--- config.mk ---
export PLATFORM = sky130hd
export DESIGN_NAME = rx_correlation_scheduler
export DESIGN_NICKNAME = d
export VERILOG_FILES = /design/src/rtl/rx_correlation_scheduler.sv
export SDC_FILE = /design/constraint.sdc
export NUM_CORES = 1
export LEC_CHECK = 0
export BUFFER_PORTS_ARGS = -buffer_cell sky130_fd_sc_hd__buf_2
export CAP_MARGIN = 20
export CORE_ASPECT_RATIO = 1.4
export CORE_MARGIN = 8
export CORE_UTILIZATION = 40
export DETAILED_ROUTE_END_ITERATION = 16
export GPL_TIMING_DRIVEN = 0
export REMOVE_ABC_BUFFERS = 1
export SYNTH_ARGS = -nofsm -noshare
export SYNTH_HDL_FRONTEND = slang
export SYNTH_SLANG_ARGS = --single-unit
--- constraint.sdc ---
create_clock -name crx_clk -period 3.9 [get_ports crx_clk]
set_input_delay 0 -clock crx_clk [delete_from_list [all_inputs] [get_ports crx_clk]]
set_output_delay 0 -clock crx_clk [all_outputs]
set_load 0.01 [all_outputs]
--- src/rtl/rx_correlation_scheduler.sv ---
// Purpose : sequences one correlator pass per band-pass sample. It sweeps the
//           organizer chunk addresses, drives the accumulator clear/enable
//           strobes and flags the final result with a timestamp.
// Latency : ord_en starts 1 clk after the trigger; acc strobes lag ord_en by
//           RD_LAT; oresult_valid comes NUM_CHUNKS+RD_LAT+1 clks after the trigger.
// Backpr. : none. A trigger that arrives while busy is dropped and sets the
//           sticky ooverrun flag.
// Ports   : crx_clk/rrx_rst (async, active-low) | erx_en (low = abort/hold)
//           inew_sample_trig, iovr_clr            | ochunk_addr, ord_en -> organizer
//           oacc_clr, oacc_en -> correlator        | oresult_valid, otimestamp -> peak finder
//           obusy, ooverrun -> status
module rx_correlation_scheduler #(
  parameter int NUM_CHUNKS = 100,
  parameter int ADDR_W     = 7,
  parameter int RD_LAT     = 2,
  parameter int TS_W       = 32
) (
  input  logic              crx_clk,
  input  logic              rrx_rst,
  input  logic              erx_en,
  input  logic              inew_sample_trig,
  input  logic              iovr_clr,
  output logic [ADDR_W-1:0] ochunk_addr,
  output logic              ord_en,
  output logic              oacc_clr,
  output logic              oacc_en,
  output logic              oresult_valid,
  output logic [TS_W-1:0]   otimestamp,
  output logic              obusy,
  output logic              ooverrun
);

  typedef enum logic [1:0] {IDLE, READ, DRAIN, DONE} state_t;

  localparam logic [ADDR_W-1:0] LAST_ADDR  = ADDR_W'(NUM_CHUNKS - 1);
  localparam logic [2:0]        LAST_DRAIN = 3'(RD_LAT - 1);

  state_t            state;
  logic [TS_W-1:0]   sample_cnt;
  logic [2:0]        drain_cnt;
  // Delay lines that align the accumulator strobes with read data arrival.
  logic [RD_LAT-1:0] en_dl;
  logic [RD_LAT-1:0] clr_dl;
  logic              in_sweep;

  assign in_sweep = (state == READ) || (state == DRAIN);
  assign oacc_en  = en_dl[RD_LAT-1];
  assign oacc_clr = clr_dl[RD_LAT-1];

  always_ff @(posedge crx_clk or negedge rrx_rst) begin
    if (!rrx_rst) begin
      state         <= IDLE;
      sample_cnt    <= '0;
      drain_cnt     <= '0;
      en_dl         <= '0;
      clr_dl        <= '0;
      ochunk_addr   <= '0;
      ord_en        <= 1'b0;
      oresult_valid <= 1'b0;
      otimestamp    <= '0;
      obusy         <= 1'b0;
      ooverrun      <= 1'b0;
    end else if (!erx_en) begin
      // Abort: drop the window and flush the pipeline. The counter,
      // timestamp and overrun flag keep their values.
      state         <= IDLE;
      ord_en        <= 1'b0;
      obusy         <= 1'b0;
      oresult_valid <= 1'b0;
      en_dl         <= '0;
      clr_dl        <= '0;
    end else begin
      en_dl[0]  <= ord_en;
      clr_dl[0] <= ord_en && (ochunk_addr == '0);
      for (int i = 1; i < RD_LAT; i++) begin
        en_dl[i]  <= en_dl[i-1];
        clr_dl[i] <= clr_dl[i-1];
      end

      oresult_valid <= 1'b0;

      // Every enabled trigger advances the sample index, even a dropped one.
      if (inew_sample_trig)
        sample_cnt <= sample_cnt + TS_W'(1);

      // Setting the flag takes priority over clearing it.
      if (inew_sample_trig && in_sweep)
        ooverrun <= 1'b1;
      else if (iovr_clr)
        ooverrun <= 1'b0;

      case (state)
        IDLE, DONE: begin
          // DONE accepts a trigger just like IDLE. Its result strobe was
          // issued on entry, so back-to-back windows lose no cycle.
          if (inew_sample_trig) begin
            state       <= READ;
            otimestamp  <= sample_cnt;
            ochunk_addr <= '0;
            ord_en      <= 1'b1;
            obusy       <= 1'b1;
          end else begin
            state <= IDLE;
          end
        end
        READ: begin
          if (ochunk_addr == LAST_ADDR) begin
            state     <= DRAIN;
            ord_en    <= 1'b0;
            drain_cnt <= '0;
          end else begin
            ochunk_addr <= ochunk_addr + ADDR_W'(1);
          end
        end
        DRAIN: begin
          if (drain_cnt == LAST_DRAIN) begin
            state         <= DONE;
            obusy         <= 1'b0;
            oresult_valid <= 1'b1;
          end else begin
            drain_cnt <= drain_cnt + 3'd1;
          end
        end
        default: state <= IDLE;
      endcase
    end
  end

endmodule

==> metrics.txt <==
outcome=finished clean; WL/cell=15.7 um; horizontal die dimension=98.6 um; setup repair bufs after CTS=0; Synth-to-Final Area Change=18.6%; GRT Util Overall=12.4%; fraction of post-synthesis cell area in the top cell type by area=55.1%; Setup Viol. Count Final=0; RSZ-0062 raised after global routing=no; Worst-path clk slew=60 ps; register-to-register setup slack=roughly 1600 ps; starting density of the core=40.8%; arrival time at the worst endpoint=roughly 2600 ps; instance count of the mapped netlist=around 310; most repeated cell in the gate-level netlist after synthesis=dfrtp_1; total detailed-routing wirelength=7500 um; leftover overflow at the end of global routing=0; total number of vias=2518; sequential fraction of the synthesis area=55.1%; type of the worst min-delay path=in2reg; DIE HEIGHT=132 um; die area=13000 um^2; summed area of non-filler cells in the final layout=between 4000 and 5000 um^2; share of synthesized registers carrying an async set or reset=100%; main flop type after synthesis=dfrtp_1; top cells by count, synth=dfrtp_1, mux2_2, xnor2_1; count of different cell masters after synthesis=43; power consumption=around 2700 uW; standard cell area after detailed placement=~4200 um^2; top-level I/O count=50; layout cell share with drive strength beyond 1=30.6%; top achievable clock speed=426 MHz; total negative slack=0 ps; CTS buffer count=9; worst-case clock buffer depth=2; number of synthesized register bits=84; number of levels in the clock H-tree=3; Iter 0 DRT Violations=69; Post-Place Setup Slack=1470 ps; most area-hungry cell type in the Yosys netlist=dfrtp_1; final worst-path setup slack=1550 ps; maximum number of pins on one net before global-route repair=44; std cell rows=42; main area contributors after synthesis=dfrtp_1, mux2_2, xnor2_1; detail-routed via count per cell=about 5.3; CTS root buf=clkbuf_16; Post-Synthesis Mean Instance Area=12.3 um^2; maximum resistive drop on vdd=0.443 mV; Final Hold Vio Count=0; number of nets in the layout=378; leak pwr=0.00223 uW; required time at the worst-slack endpoint=4110 ps; shortest period the worst path allows=about 2300 ps; first-pass GRT wire length=13100 um; area of the core region=9350 um^2; cell area power density=593 nW/um^2; Clock Latency Late Sink=330 ps; number of enable flip-flop cells after synthesis=0; clock tree from TritonCTS=built; Worst setup SP type=flop; final estimated routing congestion in global placement=0.772; maximum capacitance violations=0; vias in the first global route=2639; crit end category=flop; Remaining DRCs=0; transition at the pin with the smallest max-transition slack=roughly 850 ps; Slew Limit Headroom=43.1%; # hold bufs at CTS=2; HPWL after detailed placement=between 5000 and 6000 um; number of antenna violations at the first check in global routing=0; input/output buffers=49; Crit Path Category=reg2reg; Synth warnings=0; post-synthesis instance area=3820 um^2; crit share post-route=between 60 and 70%; total number of clock tree sinks=84; clock skew=3.72 ps; Crit Path Max Fanout=33; Pre-Repair DR Iteration Count=4; CTS resizes=0; Inserted Diodes=0; Final Max Slew Viols=0; final antenna-violating net count=0
## cell type report
| cell class | instances | area [um^2] |
|---|---|---|
| Tap cell | 110 | 138 |
| Inverter | 11 | 41.3 |
| Fill cell | 844 | 4820 |
| Clock buffer | 12 | 236 |
| Clock inverter | 4 | 97.6 |
| Sequential cell | 84 | 2100 |
| Multi-Input combinational cell | 206 | 1630 |
| Timing Repair Buffer | 52 | 288 |
## flip-flops by register name, summed over array words and instances (netlist names)
register / flops
en_dl: 2
sample_cnt: 32
ochunk_addr: 7
obusy: 1
state: 2
oresult_valid: 1
ooverrun: 1
drain_cnt: 3
otimestamp: 32
clr_dl: 2
ord_en: 1
## cells in the final DEF, fill, tap and decap left out, types with 4 or more instances in the layout
cell type | netlist | routed
nand3_1 | 21 | 20
inv_1 | 11 | 11
ha_1 | 9 | 9
nand2_1 | 20 | 20
nand4_1 | 13 | 13
buf_2 | 6 | 48
xnor2_1 | 26 | 26
nor2_1 | 11 | 11
a32o_1 | 5 | 5
nand2b_1 | 5 | 5
xor2_1 | 5 | 5
dfrtp_1 | 84 | 84
a21oi_1 | 4 | 4
and3_1 | 4 | 4
mux2_2 | 32 | 32
o21ai_0 | 7 | 7
and2_1 | 6 | 6
mux2i_1 | 4 | 4
clkbuf_16 | 0 | 9
## final timing paths
path / startpoint / end / cells after the start
worst max register to register: state[0] / otimestamp[5] / 4
worst min register to register: en_dl[0] / en_dl[1] / 1
worst max-delay path: state[0] / otimestamp[5] / 4
min in group asynchronous: rrx_rst / otimestamp[13] / 2
worst min-delay path: erx_en / oresult_valid / 3
max in group asynchronous: rrx_rst / otimestamp[5] / 3
## routing by layer
| layer | share of wire (%) | wire (um) | vias up | global-route usage, % |
|---|---|---|---|---|
| met5 | 0 | 0 | - | 0 |
| met4 | 2.1 | 154 | 0 | 6.17 |
| met3 | 5.0 | 374 | 12 | 4.12 |
| met2 | 49 | 3670 | 43 | 19.8 |
| met1 | 44 | 3300 | 1256 | 14.6 |
| li1 | - | - | 1207 | - |
## logic make-up (layout without fill, tap and decap cells)
kind of cell               count (synthesis)  after routing  share of synthesized area [%]
AOI/OAI and AO/OA                         26             26                           5.24
xor gates and xnor gates                  31             31                           7.11
adders and majority gates                  9              9                           2.95
buffers and inverters                     21             79                           2.46
DFF                                       84             84                           55.1
muxes                                     37             37                           10.9
and+or+nand+nor                          103            103                           16.3
## critical path: stages, from the launching register on
cell and delay, ps:
dfrtp_1 400, inv_1 80, ha_1 470, nand3_2 730
mux2_2 550
## per-stage QoR
| stage | util [%] | hold slack, ps | instances |
|---|---|---|---|
| 2_1_floorplan | - | -296 | 301 |
| 3_3_place_gp | 44.3 | 296 | 460 |
| 3_5_place_dp | 44.6 | 38.4 | 461 |
| 4_1_cts | 48.4 | 2.80 | 479 |
| 5_1_grt | 48.4 | 21.4 | 479 |
| 6_report | 48.4 | 14.4 | 479 |
## power breakdown
group	internal (uW)	total (uW)	switching [uW]
clock	626	960	333
sequential	998	1110	109
combinational	282	620	337
total	1910	2690	779
No activity file was read; power rests on OpenSTA's default activity.
